$ cat src/rtl/tram_ctrl_if.sv
// tram_ctrl_if: CPU, block-command and TRAM system-port signals of tram_ctrl.
// The slave modport is the controller's view; master is the surrounding system.
interface tram_ctrl_if #(
  parameter int unsigned WORD     = 32,
  parameter int unsigned BYTE_CNT = 4,
  parameter int unsigned ADDRW    = 14
);

  // CPU bus
  logic                cpu_req;
  logic [BYTE_CNT-1:0] cpu_we;
  logic [ADDRW-1:0]    cpu_addr;
  logic [WORD-1:0]     cpu_din;
  logic [WORD-1:0]     cpu_dout;
  logic                cpu_ack;

  // Block engine command channel
  logic                cmd_valid;
  logic                cmd_ready;
  logic                cmd_op;
  logic [ADDRW-1:0]    cmd_src;
  logic [ADDRW-1:0]    cmd_dst;
  logic [ADDRW:0]      cmd_len;
  logic [WORD-1:0]     cmd_data;
  logic                busy;
  logic                done;

  // TRAM system port
  logic [BYTE_CNT-1:0] tram_we;
  logic [ADDRW-1:0]    tram_addr;
  logic [WORD-1:0]     tram_din;
  logic [WORD-1:0]     tram_dout;

  modport slave (
    input  cpu_req, cpu_we, cpu_addr, cpu_din,
    input  cmd_valid, cmd_op, cmd_src, cmd_dst, cmd_len, cmd_data,
    input  tram_dout,
    output cpu_dout, cpu_ack,
    output cmd_ready, busy, done,
    output tram_we, tram_addr, tram_din
  );

  modport master (
    output cpu_req, cpu_we, cpu_addr, cpu_din,
    output cmd_valid, cmd_op, cmd_src, cmd_dst, cmd_len, cmd_data,
    output tram_dout,
    input  cpu_dout, cpu_ack,
    input  cmd_ready, busy, done,
    input  tram_we, tram_addr, tram_din
  );

endinterface

$ cat src/rtl/tram_ctrl.sv
// tram_ctrl: shares the TRAM system port between CPU accesses (always first)
// and a FILL/COPY block engine that uses the cycles the CPU leaves free.
// Build option: define TRAM_CTRL_COPY_EN to include the COPY datapath
// (CP_RD/CP_WR states and the read hold register). Without it a COPY
// command is accepted and completes on the next cycle with no TRAM access.
module tram_ctrl #(
  parameter int unsigned WORD     = 32,
  parameter int unsigned BYTE_CNT = 4,
  parameter int unsigned ADDRW    = 14
) (
  input  logic       clk_sys,
  input  logic       rst_sys_n,
  tram_ctrl_if.slave bus
);

  localparam int unsigned LENW = ADDRW + 1;

  typedef enum logic [2:0] {
    S_IDLE  = 3'd0,
    S_FILL  = 3'd1,
`ifdef TRAM_CTRL_COPY_EN
    S_CP_RD = 3'd2,
    S_CP_WR = 3'd3,
`endif
    S_DONE  = 3'd4
  } state_t;

  state_t              state_q, state_d;
  logic [ADDRW-1:0]    dst_q, dst_d;
  logic [LENW-1:0]     cnt_q, cnt_d;
  logic [WORD-1:0]     fill_q, fill_d;

  logic [BYTE_CNT-1:0] eng_we;
  logic [ADDRW-1:0]    eng_addr;
  logic [WORD-1:0]     eng_din;
  logic                stall;

  logic                ack_q;
  logic                ack_rd_q;
  logic [WORD-1:0]     dout_q;

`ifdef TRAM_CTRL_COPY_EN
  logic [ADDRW-1:0]    src_q, src_d;
  logic                down_q, down_d;
  logic                rd_pend_q;
  logic [WORD-1:0]     hold_q;
  logic [WORD-1:0]     cp_word;
`else
  logic                unused_c;
  assign unused_c = ^bus.cmd_src;
`endif

  // A CPU request owns the port this cycle; any engine state holds.
  assign stall = bus.cpu_req;

`ifdef TRAM_CTRL_COPY_EN
  // Right after the engine read, the word is still on tram_dout; later it
  // comes from the hold register because CPU traffic may overwrite tram_dout.
  assign cp_word = rd_pend_q ? bus.tram_dout : hold_q;
`endif

  // Engine next-state, address/count update and engine port request
  always_comb begin
    state_d  = state_q;
    dst_d    = dst_q;
    cnt_d    = cnt_q;
    fill_d   = fill_q;
    eng_we   = '0;
    eng_addr = '0;
    eng_din  = '0;
`ifdef TRAM_CTRL_COPY_EN
    src_d    = src_q;
    down_d   = down_q;
`endif
    case (state_q)
      S_IDLE: begin
        if (bus.cmd_valid) begin
          dst_d  = bus.cmd_dst;
          cnt_d  = bus.cmd_len;
          fill_d = bus.cmd_data;
`ifdef TRAM_CTRL_COPY_EN
          src_d  = bus.cmd_src;
          down_d = 1'b0;
          // Overlapping scroll-down must copy from the top end downwards.
          if (bus.cmd_op && (bus.cmd_dst > bus.cmd_src)) begin
            down_d = 1'b1;
            src_d  = bus.cmd_src + ADDRW'(bus.cmd_len - LENW'(1));
            dst_d  = bus.cmd_dst + ADDRW'(bus.cmd_len - LENW'(1));
          end
          if (bus.cmd_len == '0) begin
            state_d = S_DONE;
          end else if (bus.cmd_op) begin
            state_d = S_CP_RD;
          end else begin
            state_d = S_FILL;
          end
`else
          if ((bus.cmd_len == '0) || bus.cmd_op) begin
            state_d = S_DONE;
          end else begin
            state_d = S_FILL;
          end
`endif
        end
      end
      S_FILL: begin
        eng_we   = '1;
        eng_addr = dst_q;
        eng_din  = fill_q;
        if (!stall) begin
          dst_d = dst_q + ADDRW'(1);
          cnt_d = cnt_q - LENW'(1);
          if (cnt_q == LENW'(1)) begin
            state_d = S_DONE;
          end
        end
      end
`ifdef TRAM_CTRL_COPY_EN
      S_CP_RD: begin
        eng_addr = src_q;
        if (!stall) begin
          state_d = S_CP_WR;
        end
      end
      S_CP_WR: begin
        eng_we   = '1;
        eng_addr = dst_q;
        eng_din  = cp_word;
        if (!stall) begin
          if (down_q) begin
            src_d = src_q - ADDRW'(1);
            dst_d = dst_q - ADDRW'(1);
          end else begin
            src_d = src_q + ADDRW'(1);
            dst_d = dst_q + ADDRW'(1);
          end
          cnt_d   = cnt_q - LENW'(1);
          state_d = (cnt_q == LENW'(1)) ? S_DONE : S_CP_RD;
        end
      end
`endif
      S_DONE: begin
        state_d = S_IDLE;
      end
      default: begin
        state_d = S_IDLE;
      end
    endcase
  end

  // Engine state and command registers
  always_ff @(posedge clk_sys or negedge rst_sys_n) begin
    if (!rst_sys_n) begin
      state_q <= S_IDLE;
      dst_q   <= '0;
      cnt_q   <= '0;
      fill_q  <= '0;
    end else begin
      state_q <= state_d;
      dst_q   <= dst_d;
      cnt_q   <= cnt_d;
      fill_q  <= fill_d;
    end
  end

`ifdef TRAM_CTRL_COPY_EN
  // COPY source/direction and capture of the word read by CP_RD
  always_ff @(posedge clk_sys or negedge rst_sys_n) begin
    if (!rst_sys_n) begin
      src_q     <= '0;
      down_q    <= 1'b0;
      rd_pend_q <= 1'b0;
      hold_q    <= '0;
    end else begin
      src_q     <= src_d;
      down_q    <= down_d;
      rd_pend_q <= (state_q == S_CP_RD) && !stall;
      if (rd_pend_q) begin
        hold_q <= bus.tram_dout;
      end
    end
  end
`endif

  // CPU acknowledge and read-data hold
  always_ff @(posedge clk_sys or negedge rst_sys_n) begin
    if (!rst_sys_n) begin
      ack_q    <= 1'b0;
      ack_rd_q <= 1'b0;
      dout_q   <= '0;
    end else begin
      ack_q    <= bus.cpu_req;
      ack_rd_q <= bus.cpu_req && (bus.cpu_we == '0);
      if (ack_rd_q) begin
        dout_q <= bus.tram_dout;
      end
    end
  end

  // CPU response: read data straight from the TRAM in the ack cycle, held after
  assign bus.cpu_ack  = ack_q;
  assign bus.cpu_dout = ack_rd_q ? bus.tram_dout : dout_q;

  // Command channel status decoded from the state register
  assign bus.cmd_ready = (state_q == S_IDLE);
  assign bus.busy      = (state_q != S_IDLE);
  assign bus.done      = (state_q == S_DONE);

  // TRAM port mux: CPU first, engine otherwise
  assign bus.tram_we   = stall ? bus.cpu_we   : eng_we;
  assign bus.tram_addr = stall ? bus.cpu_addr : eng_addr;
  assign bus.tram_din  = stall ? bus.cpu_din  : eng_din;

endmodule

$ cat src/flat_wrapper.sv
// flat-port wrapper written by rule: the top's interface ports become plain ports
module tram_ctrl_flat 
#(
  parameter int unsigned WORD     = 32,
  parameter int unsigned BYTE_CNT = 4,
  parameter int unsigned ADDRW    = 14
)
  (clk_sys, rst_sys_n, bus_cpu_req, bus_cpu_we, bus_cpu_addr, bus_cpu_din, bus_cmd_valid, bus_cmd_op, bus_cmd_src, bus_cmd_dst, bus_cmd_len, bus_cmd_data, bus_tram_dout, bus_cpu_dout, bus_cpu_ack, bus_cmd_ready, bus_busy, bus_done, bus_tram_we, bus_tram_addr, bus_tram_din);
  tram_ctrl_if #(.WORD(WORD), .BYTE_CNT(BYTE_CNT), .ADDRW(ADDRW)) bus_i ();
  input  logic clk_sys;
  input  logic rst_sys_n;
  input wire logic [$bits(bus_i.cpu_req)-1:0] bus_cpu_req;
  input wire logic [$bits(bus_i.cpu_we)-1:0] bus_cpu_we;
  input wire logic [$bits(bus_i.cpu_addr)-1:0] bus_cpu_addr;
  input wire logic [$bits(bus_i.cpu_din)-1:0] bus_cpu_din;
  input wire logic [$bits(bus_i.cmd_valid)-1:0] bus_cmd_valid;
  input wire logic [$bits(bus_i.cmd_op)-1:0] bus_cmd_op;
  input wire logic [$bits(bus_i.cmd_src)-1:0] bus_cmd_src;
  input wire logic [$bits(bus_i.cmd_dst)-1:0] bus_cmd_dst;
  input wire logic [$bits(bus_i.cmd_len)-1:0] bus_cmd_len;
  input wire logic [$bits(bus_i.cmd_data)-1:0] bus_cmd_data;
  input wire logic [$bits(bus_i.tram_dout)-1:0] bus_tram_dout;
  output wire logic [$bits(bus_i.cpu_dout)-1:0] bus_cpu_dout;
  output wire logic [$bits(bus_i.cpu_ack)-1:0] bus_cpu_ack;
  output wire logic [$bits(bus_i.cmd_ready)-1:0] bus_cmd_ready;
  output wire logic [$bits(bus_i.busy)-1:0] bus_busy;
  output wire logic [$bits(bus_i.done)-1:0] bus_done;
  output wire logic [$bits(bus_i.tram_we)-1:0] bus_tram_we;
  output wire logic [$bits(bus_i.tram_addr)-1:0] bus_tram_addr;
  output wire logic [$bits(bus_i.tram_din)-1:0] bus_tram_din;
  assign bus_i.cpu_req = bus_cpu_req;
  assign bus_i.cpu_we = bus_cpu_we;
  assign bus_i.cpu_addr = bus_cpu_addr;
  assign bus_i.cpu_din = bus_cpu_din;
  assign bus_i.cmd_valid = bus_cmd_valid;
  assign bus_i.cmd_op = bus_cmd_op;
  assign bus_i.cmd_src = bus_cmd_src;
  assign bus_i.cmd_dst = bus_cmd_dst;
  assign bus_i.cmd_len = bus_cmd_len;
  assign bus_i.cmd_data = bus_cmd_data;
  assign bus_i.tram_dout = bus_tram_dout;
  assign bus_cpu_dout = bus_i.cpu_dout;
  assign bus_cpu_ack = bus_i.cpu_ack;
  assign bus_cmd_ready = bus_i.cmd_ready;
  assign bus_busy = bus_i.busy;
  assign bus_done = bus_i.done;
  assign bus_tram_we = bus_i.tram_we;
  assign bus_tram_addr = bus_i.tram_addr;
  assign bus_tram_din = bus_i.tram_din;
  tram_ctrl #(.WORD(WORD), .BYTE_CNT(BYTE_CNT), .ADDRW(ADDRW)) u_core (.clk_sys(clk_sys), .rst_sys_n(rst_sys_n), .bus(bus_i));
endmodule
$ cat config.mk
export PLATFORM = sky130hd
export DESIGN_NAME = tram_ctrl_flat
export DESIGN_NICKNAME = d
export VERILOG_FILES = /design/src/rtl/tram_ctrl_if.sv /design/src/rtl/tram_ctrl.sv /design/src/flat_wrapper.sv
export SDC_FILE = /design/constraint.sdc
export NUM_CORES = 1
export LEC_CHECK = 0
export BUFFER_PORTS_ARGS = -buffer_cell sky130_fd_sc_hd__clkbuf_2
export CAP_MARGIN = 20
export CORE_MARGIN = 4
export CORE_UTILIZATION = 45
export DETAILED_ROUTE_END_ITERATION = 7
export PLACE_DENSITY = 0.86
export SLEW_MARGIN = 20
export SYNTH_ARGS = -nofsm -noshare
export SYNTH_HDL_FRONTEND = slang
export SYNTH_SLANG_ARGS = --single-unit
$ cat constraint.sdc
create_clock -name clk_sys -period 2.7 [get_ports clk_sys]
set_input_delay 0.135 -clock clk_sys [delete_from_list [all_inputs] [get_ports clk_sys]]
set_output_delay 0.135 -clock clk_sys [all_outputs]
set_load 0.03 [all_outputs]
==> After elaboration in Yosys (flattened, before gate mapping) <==
Cells that the tools add are included.
{ "word_totals": {"regBits": 98} }
{ "classes": {"n_addsub": 2, "eq_ne": 6, "mux": 18, "n_reduce_logical": 10} }
{ "op_table": {"columns": ["operator", "count"], "rows": [
  ["$mux W32", 3],
  ["$mux W14", 4],
  ["$mux W15", 2],
  ["$pmux W15 S2", 1],
  ["$pmux W14 S2", 1],
  ["$eq A15 B1 Y1 const B", 1],
  ["$logic_not A15 Y1", 1],
  ["$sub A15 B1 Y15 const B", 1],
  ["$add A14 B1 Y14 const B", 1],
  ["$mux W3", 4],
  ["$mux W4", 2],
  ["$pmux W3 S2", 1],
  ["$reduce_and A3 Y1", 2],
  ["$logic_not A4 Y1", 1],
  ["$ne A2 B2 Y1 const B", 2],
  ["$eq A3 B1 Y1 const B", 1],
  ["$eq A3 B3 Y1 const B", 1],
  ["$logic_not A3 Y1", 1],
  ["$reduce_bool A3 Y1", 1],
  ["$ne A2 B1 Y1 const B", 1],
  ["$reduce_and A2 Y1", 1],
  ["$reduce_bool A2 Y1", 1],
  ["$logic_and A1 B1 Y1", 1],
  ["$logic_or A1 B1 Y1", 1]
]} }

==> Logic depth before layout (Yosys ltp) <==
Gate-level depths: netlist of run 1.
{ "logic_depth": {"depth_word": 5, "depth_mapped": 6, "mapped_depth_nobuf": 6} }

==> Least setup slack after synthesis of run 1 <==
No wires, ideal clock.
{ "synth_path": {"path_kind": "register to output", "from": "register u_core.state_q[0]", "to": "output port bus_tram_addr[12]", "arrival_ps": 1911, "path_slack_ps": 654, "path_stages_with_launch": 6, "n_path_buf": 2, "cell_sequence": "dfrtp_1 -> nor2b_1 -> clkbuf_1 -> clkbuf_1 -> nand2_1 -> o21ai_0"} }
{ "synth_via": {"elab_chain_cells": 3} }
{ "synth_lines": {"columns": ["item", "line", "source"], "rows": [
  ["start, declared", "tram_ctrl.sv:28", "state_t state_q, state_d;"],
  ["start signal, assigned", "tram_ctrl.sv:159", "state_q <= state_d;"],
  ["$eq A3 B1 Y1", "tram_ctrl.sv:75", "case (state_q)"],
  ["$mux W14", "tram_ctrl.sv:75", null],
  ["$mux W14", "tram_ctrl.sv:211", "assign bus.tram_addr = stall ? bus.cpu_addr : eng_addr;"],
  ["end, declared", "flat_wrapper.sv:29", "output wire logic [$bits(bus_i.tram_addr)-1:0] bus_tram_addr;"]
]} }
No other way between the ends.

==> Worst setup path after layout of run 1 <==
{ "layout_path": {"from": "register u_core.state_q[0]", "to": "output port bus_tram_din[6]"} }
{ "layout_via": {"elab_chain_cells": 3} }
{ "layout_lines": {"columns": ["item", "line", "source"], "rows": [
  ["$eq A3 B1 Y1", "tram_ctrl.sv:75", null],
  ["$mux W32", "tram_ctrl.sv:75", null],
  ["$mux W32", "tram_ctrl.sv:212", "assign bus.tram_din = stall ? bus.cpu_din : eng_din;"],
  ["end, declared", "flat_wrapper.sv:30", "output wire logic [$bits(bus_i.tram_din)-1:0] bus_tram_din;"]
]} }
No other way between the ends.

==> out/summary.txt, run 1 <==
cell count after synthesis - 537
final worst path period share - 82.9%
largest net degree at the start of global routing - 96
GRT overflow - 0
wire per inst - 15.9 µm
post-synthesis adder-cell area fraction - 0.742%
RSZ-0062 raised after global routing - false
Syn Nets - 702
vias - 4,796
skew final - 0.00688 ns
row cnt - 38
Worst Path Required - 2.57 ns
Total Routing Usage GR - 21.6%
CP Launch Type - flip-flop
critical path type - flip-flop to output port
Hold WS - 0.0268 ns
PortBufs - 233
EDFF count, synth - 0
cell area after synthesis - 5060 µm²
xor and xnor fraction of the mapped netlist area - 0%
first-pass GRT wire length - 22,800 µm
CP endpoint kind - output port
Synth area leader - dfrtp_1
Avg Inst Size Synth - 9.42 µm²
CTS Buffer Depth - 2
Tightest Pin Transition - 0.680 ns
Fill cells - 982
post-synthesis sequential area ratio - 48.0%
drt pass-1 iters - 4
slew margin rel. - 54.6%
CTS tree - yes
ant diodes - 0
initial antenna violation count - 0
Distinct cells, synth - 44
Antenna Nets Post-Route - 0
Post-Synth Simple-Gate Area - 17.5%
dpl hpwl - 10,600 µm
MaxCap Viol Count - 0
Fin Setup TNS - 0 ns
Chip Height - 114 µm
vias in the first global route - 4,717
post-synth top area share - 48.0%
gpl congestion - 0.887
fin crit period - 2.24 ns
CTS root buf - clkbuf_16
Layout Nets - 919
post-CTS setup buffers - 0
Hold Path Class - input port to flip-flop
Power Density - 1010 nW/µm²
WL final - 14,300 µm
most numerous cell in the Yosys netlist - nand2_1
fin. max-slew vios - 0
flop-to-flop setup slack - 0.64 ns
Skew-Pair Late Insertion Delay - 0.34 ns
Yosys reg bits - 97
DIE AREA - 13,000 µm²
fmax - 0.447 GHz
num ports - 248
Final Hold Fails - 0
Synth async-reset ratio - 100%
Chip Width - 114 µm
Synth warnings - 0
number of buffers created by CTS - 9
Synth area leaders - dfrtp_1, mux2_2, nand2_1
Vias/cell - 5.33
Synth Area in Compound Gates - 15.8%
Critical Path AT - 2.10 ns
fraction of layout cells with a size suffix above 1 - 43.6%
Top FF cell, synth - dfrtp_1
status - finished clean
Core Area - 10,900 µm²
multiplexer share of the synthesized area - 14.6%
Initial Util - 46.3%
number of remaining DRC errors - 0
CTS Sinks - 97
Static Leakage - 3.22 nW
VDD IR-drop max - 0.530 mV
Clk pin slew, worst setup/hold paths - 0.07 ns
worst-path maximum fanout - 95
drt first-iter violations - 295
P&R area growth vs syn - 32.1%
top post-synthesis cells by count - nand2_1, dfrtp_1, mux2_2
CTS H-tree depth - 3
main combinational cell family by area after synthesis - simple AND/OR/NAND/NOR gates
endpoints failing setup - 0
==> worst max-delay path, cell delays in order, from the launching register on <==
cell and delay, ns:
dfrtp_1 0.56, nor2b_4 0.24, buf_12 0.32, nand2_1 0.12
o21ai_0 0.21, clkbuf_2 0.24
==> cell families (layout without fill, tap and decap cells) <==
| logic type | count (synthesis) | after routing |
|---|---|---|
| and+or+nand+nor | 188 | 188 |
| AOI/OAI and AO/OA | 138 | 138 |
| DFF | 97 | 97 |
| muxes | 66 | 66 |
| buffers and inverters | 45 | 267 |
| adders and majority gates | 3 | 3 |
==> cell usage in the layout (no fill, tap or decap), drive strengths merged, types with 11 or more instances in the layout <==
master	instances
dfrtp	97
a21oi	35
o22ai	11
mux2	64
nand3	11
nor2	14
clkbuf	242
buf	14
nand2	109
o21ai	62
==> registers in the layout, indices dropped and copies added (netlist names) <==
signal / flops
u_core.dout_q: 32
u_core.fill_q: 32
u_core.cnt_q: 15
u_core.dst_q: 14
u_core.state_q: 2
u_core.ack_rd_q: 1
u_core.bus.cpu_ack: 1
==> layout make-up <==
type	count	area [µm²]	share of cell area [%]
Inverter	3	11.3	0.168
Tap cell	140	175	2.62
Clock inverter	5	40.0	0.599
Sequential cell	97	2430	36.3
Multi-Input combinational cell	395	2470	37.0
Timing Repair Buffer	248	1310	19.7
Clock buffer	11	243	3.63
==> layer usage <==
metal  vias to the layer above  part of all wire [%]  track usage (%)
li1                       2353                     -                -
met1                      2238                    42             28.1
met2                       178                    49             36.3
met3                        27                   7.1             4.23
met4                         0                   2.2             7.44
met5                         -                     0                0
==> through the flow <==
step	setup WS (ns)	cells	power [mW]	utilization, %	area (µm²)
global placement	0.716	880	5.46	58.3	6370
CTS	0.450	899	6.80	61.1	6680
global route	0.326	899	7.24	61.1	6680
finish	0.463	899	6.76	61.1	6680
detailed placement	0.670	880	5.57	58.3	6370
floorplan	0.654	537	4.62	-	5060
==> worst paths after layout <==
check / startpoint / endpoint / cells past startpoint
min in group asynchronous: rst_sys_n / u_core.dout_q[19]$_DFF_PN0_ / 2
worst max register to register: u_core.cnt_q[0]$_DFFE_PN0P_ / u_core.cnt_q[11]$_DFFE_PN0P_ / 4
worst min-delay path: bus_cmd_data[5] / u_core.fill_q[5]$_DFFE_PN0P_ / 2
worst min register to register: u_core.dout_q[17]$_DFF_PN0_ / u_core.dout_q[17]$_DFF_PN0_ / 1
worst max-delay path: u_core.state_q[0]$_DFFE_PN0P_ / bus_tram_din[6] / 5
max in group asynchronous: rst_sys_n / u_core.fill_q[15]$_DFFE_PN0P_ / 3
==> where the power goes <==
part	switching [mW]	total, mW	internal, mW
Sequential	0.475	2.51	2.04
Combinational	1.85	3.03	1.18
Clock	0.558	1.22	0.657
Total	2.89	6.76	3.88
==> repair_timing <==
action,4_1_cts,5_1_grt
hold buffers,3,0
endpoints found under the hold margin,50,0
gates resized for setup,0,0
endpoints found under the setup margin,0,0
Note: power is estimated with default switching activity, not from simulation.
==> inputs of run 2 (changes only) <==
--- a/config.mk
+++ b/config.mk
@@ -5,12 +5,13 @@
 export SDC_FILE = /design/constraint.sdc
 export NUM_CORES = 1
 export LEC_CHECK = 0
+export ABC_AREA = 1
 export BUFFER_PORTS_ARGS = -buffer_cell sky130_fd_sc_hd__clkbuf_2
 export CAP_MARGIN = 20
 export CORE_MARGIN = 4
-export CORE_UTILIZATION = 45
+export CORE_UTILIZATION = 42
 export DETAILED_ROUTE_END_ITERATION = 7
-export PLACE_DENSITY = 0.86
+export PLACE_DENSITY = 0.84
 export SLEW_MARGIN = 20
 export SYNTH_ARGS = -nofsm -noshare
 export SYNTH_HDL_FRONTEND = slang
==> constraint.sdc (replaced) <==
create_clock -name clk_sys -period 2 [get_ports clk_sys]
set_input_delay 0.1 -clock clk_sys [delete_from_list [all_inputs] [get_ports clk_sys]]
set_output_delay 0.1 -clock clk_sys [all_outputs]
set_load 0.03 [all_outputs]
==> run 2 against run 1 <==
Effect of this change: flip-flop and latch count is the same; routed wire length grew 9.8%; setup slack lost 0.36 ns; design area grew 7.8%; cell count grew 18%; sequential share of layout area shrank 2.6 points; global-route usage grew 0.50 points; clock power grew 57%; clock-buffer cell count is the same.
==> out/summary.txt, run 2 <==
Power Density - 1370 nW/µm² (was 1010 nW/µm²)
Hold Crit Start - bus_tram_dout[2] (was bus_cmd_data[5])
VDD IR-drop max - 0.621 mV (was 0.530 mV)
Layout Nets - 1,076 (was 919)
CTS root buf - clkbuf_16 (unchanged)
Setup crit end - bus_tram_din[13] (was bus_tram_din[6])
Initial Util - 42.8% (was 46.3%)
fin crit period - 1.90 ns
flop-to-flop setup slack - 0.42 ns (was 0.64 ns)
wire per inst - 14.7 µm (was 15.9 µm)
GRT met1 Usage - 28.8% (was 28.1%)
post-synthesis sequential area ratio - 47.4% (was 48.0%)
multiplexer share of the synthesized area - 7.04% (was 14.6%)
EDFF count, synth - 0 (unchanged)
Chip Width - 118 µm (was 114 µm)
number of remaining DRC errors - 0 (unchanged)
slew margin rel. - 65.4% (was 54.6%)
top post-synthesis cells by count - nand2_1, dfrtp_1, nor2_1 (was nand2_1, dfrtp_1, mux2_2)
CP Launch Type - flip-flop (unchanged)
drt first-iter violations - 307 (was 295)
gpl congestion - 0.877 (was 0.887)
GRT overflow - 0 (unchanged)
cell area after synthesis - 5120 µm² (was 5060 µm²)
number of buffers created by CTS - 9 (unchanged)
CTS tree - yes (unchanged)
Worst Setup SP - u_core.state_q[2]$_DFFE_PN0P_ (was u_core.state_q[0]$_DFFE_PN0P_)
Synth Area in Compound Gates - 12.2% (was 15.8%)
vias - 5,302 (was 4,796)
Hold Path Class - input port to flip-flop (unchanged)
Core Area - 12,000 µm² (was 10,900 µm²)
Vias/cell - 4.99 (was 5.33)
Synth area leaders - dfrtp_1, nand2_1, mux2_2 (was dfrtp_1, mux2_2, nand2_1)
num ports - 248 (unchanged)
Synth warnings - 0 (unchanged)
CTS Sinks - 97 (unchanged)
Avg Inst Size Synth - 7.94 µm² (was 9.42 µm²)
Distinct cells, synth - 28 (was 44)
post-synthesis adder-cell area fraction - 0.733% (was 0.742%)
fmax - 0.527 GHz
skew final - 0.0101 ns (was 0.00688 ns)
Top FF cell, synth - dfrtp_1 (unchanged)
main combinational cell family by area after synthesis - simple AND/OR/NAND/NOR gates (unchanged)
fin. max-slew vios - 0 (unchanged)
worst reg2reg path endpoint - u_core.cnt_q[9]$_DFFE_PN0P_ (was u_core.cnt_q[11]$_DFFE_PN0P_)
largest net degree at the start of global routing - 51 (was 96)
P_sw - 4.37 mW (was 2.89 mW)
first-pass GRT wire length - 25,300 µm (was 22,800 µm)
FF-to-FF path depth - 8 (was 4)
Antenna Nets Post-Route - 0 (unchanged)
CTS H-tree depth - 3 (unchanged)
row cnt - 40 (was 38)
final worst path period share - 94.8%
Clk network pwr share - 19.4% (was 18.0%)
Fin Setup TNS - 0 ns (unchanged)
Total Routing Usage GR - 22.1% (was 21.6%)
Final Hold Fails - 0 (unchanged)
endpoints failing setup - 0 (unchanged)
Syn Nets - 810 (was 702)
Net Sw Frac - 44.2% (was 42.7%)
cell count after synthesis - 645 (was 537)
most frequent cells in the layout - nand2_1, clkbuf_2, dfrtp_1 (was clkbuf_2, nand2_1, dfrtp_1)
most numerous cell in the Yosys netlist - nand2_1 (unchanged)
combinational share of power - 47.3% (was 44.8%)
critical path type - flip-flop to output port (unchanged)
Yosys reg bits - 97 (unchanged)
status - finished clean (unchanged)
WL final - 15,600 µm (was 14,300 µm)
Tightest Pin Transition - 0.519 ns (was 0.680 ns)
met3 Track Usage GR - 4.21% (was 4.23%)
ant diodes - 0 (unchanged)
Pwr Total - 9.89 mW (was 6.76 mW)
drt pass-1 iters - 5 (was 4)
met2 usage - 37.7% (was 36.3%)
post-synth top area share - 47.4% (was 48.0%)
CP endpoint kind - output port (unchanged)
Chip Height - 118 µm (was 114 µm)
Synth async-reset ratio - 100% (unchanged)
Critical Path AT - 1.80 ns (was 2.10 ns)
dpl hpwl - 11,500 µm (was 10,600 µm)
busiest grt layer - met2 (unchanged)
r2r startpoint - u_core.state_q[2]$_DFFE_PN0P_ (was u_core.cnt_q[0]$_DFFE_PN0P_)
MaxCap Viol Count - 0 (unchanged)
initial antenna violation count - 0 (unchanged)
Hold WS - 0.0110 ns (was 0.0268 ns)
worst-path maximum fanout - 34 (was 95)
Clk pin slew, worst setup/hold paths - 0.07 ns (about the same)
CTS Buffer Depth - 2 (unchanged)
Largest regs - u_core.dout_q (32), u_core.fill_q (32), u_core.cnt_q (15) (unchanged)
sequential power share - 33.3% (was 37.2%)
vias in the first global route - 5,133 (was 4,717)
commonest non-fill, non-tap cell in the layout - nand2_1 (was clkbuf_2)
Post-Synth Simple-Gate Area - 26.5% (was 17.5%)
P&R area growth vs syn - 40.7% (was 32.1%)
Worst Path Required - 1.90 ns (was 2.57 ns)
RSZ-0062 raised after global routing - false (unchanged)
post-CTS setup buffers - 0 (unchanged)
DIE AREA - 14,000 µm² (was 13,000 µm²)
final core area utilization - 60.2% (was 61.1%)
Skew-Pair Late Insertion Delay - 0.34 ns (about the same)
fraction of layout cells with a size suffix above 1 - 33.4% (was 43.6%)
Synth area leader - dfrtp_1 (unchanged)
Cell Int Power - 5.52 mW (was 3.88 mW)
PortBufs - 233 (unchanged)
xor and xnor fraction of the mapped netlist area - 0% (unchanged)
Static Leakage - 3.95 nW (was 3.22 nW)
==> run 2: changes by cell type after synthesis, moves of 7 or more <==
cell	before	now
o21ai_0	62	35
inv_1	3	43
nand2b_1	7	0
a21oi_1	34	13
clkbuf_1	34	12
nor4_1	9	1
mux2_2	64	27
nand2_1	109	236
a22o_1	1	33
a2bb2oi_1	8	0
nand3_1	11	32
buf_2	2	16
o22ai_1	11	3
nor2_1	14	55
==> run 2: what timing repair did <==
item | in CTS | in global routing
gates resized for setup | 1 | 2
gates cloned | 0 | 0
endpoints found under the setup margin | 1 | 8
pin swaps | 0 | 0
hold buffers | 37 | 0
endpoints found under the hold margin | 58 | 0
==> run 2: routing by layer <==
layer	vias up	wire (µm)	share of wire [%]
li1	2629	-	-
met1	2442	6720	43
met2	210	7730	49
met3	21	959	6.1
met4	0	243	1.6
met5	-	0	0
==> run 2: area by class of cell <==
cell class                 instances  area, µm²
fill                            1022       4760
sequential                        97       2430
multi-input combinational        470       2380
timing repair buffer             287       1700
clock buffer                      11        253
tap                              147        184
inverter                          46        173
clock inverter                     5       86.3
==> run 2: per-stage QoR <==
| stage | std cells | setup WS (ns) | cell area (µm²) |
|---|---|---|---|
| finish | 1063 | 0.104 | 7200 |
| global route | 1063 | 0.0188 | 7200 |
| global placement | 1010 | 0.408 | 6480 |
| CTS | 1063 | 0.0558 | 7200 |
| floorplan | 645 | 0.302 | 5120 |
| detailed placement | 1010 | 0.346 | 6480 |
==> run 2: cell families after synthesis <==
family / count (synthesis)
compound gates: 96
fa+ha+maj: 3
simple gates: 339
mux: 32
flops: 97
buf+inv: 78
==> run 2: critical path: stages, from the launching register on <==
cell and delay [ns]:
dfrtp_1 0.43, inv_2 0.10, nand2_1 0.08, nor2_2 0.17, buf_12 0.22, a22o_1 0.21, clkbuf_2 0.22
==> run 2: how the worst min path moves through the flow <==
stage / endpoint / slack [ns] / cells after the start
2_1_floorplan: u_core.ack_rd_q$_DFF_PN0_ / -0.20 / 0
3_3_place_gp: u_core.dout_q[15]$_DFF_PN0_ / 0.02 / 1
3_5_place_dp: u_core.dout_q[15]$_DFF_PN0_ / 0.02 / 1
4_1_cts: u_core.dout_q[2]$_DFF_PN0_ / 0.002 / 2
5_1_grt: u_core.dout_q[2]$_DFF_PN0_ / 0.006 / 2
6_report: u_core.dout_q[2]$_DFF_PN0_ / 0.01 / 2
==> run 2: power groups by stage <==
stage / combinational [mW] / sequential, mW / clock [mW]
after floorplan: 3.35 / 3.14 / 0
after global placement: 4.50 / 3.29 / 0
after detailed placement: 4.60 / 3.31 / 0
after CTS: 4.68 / 3.29 / 1.97
after global routing: 5.21 / 3.37 / 2.05
final: 4.68 / 3.29 / 1.92
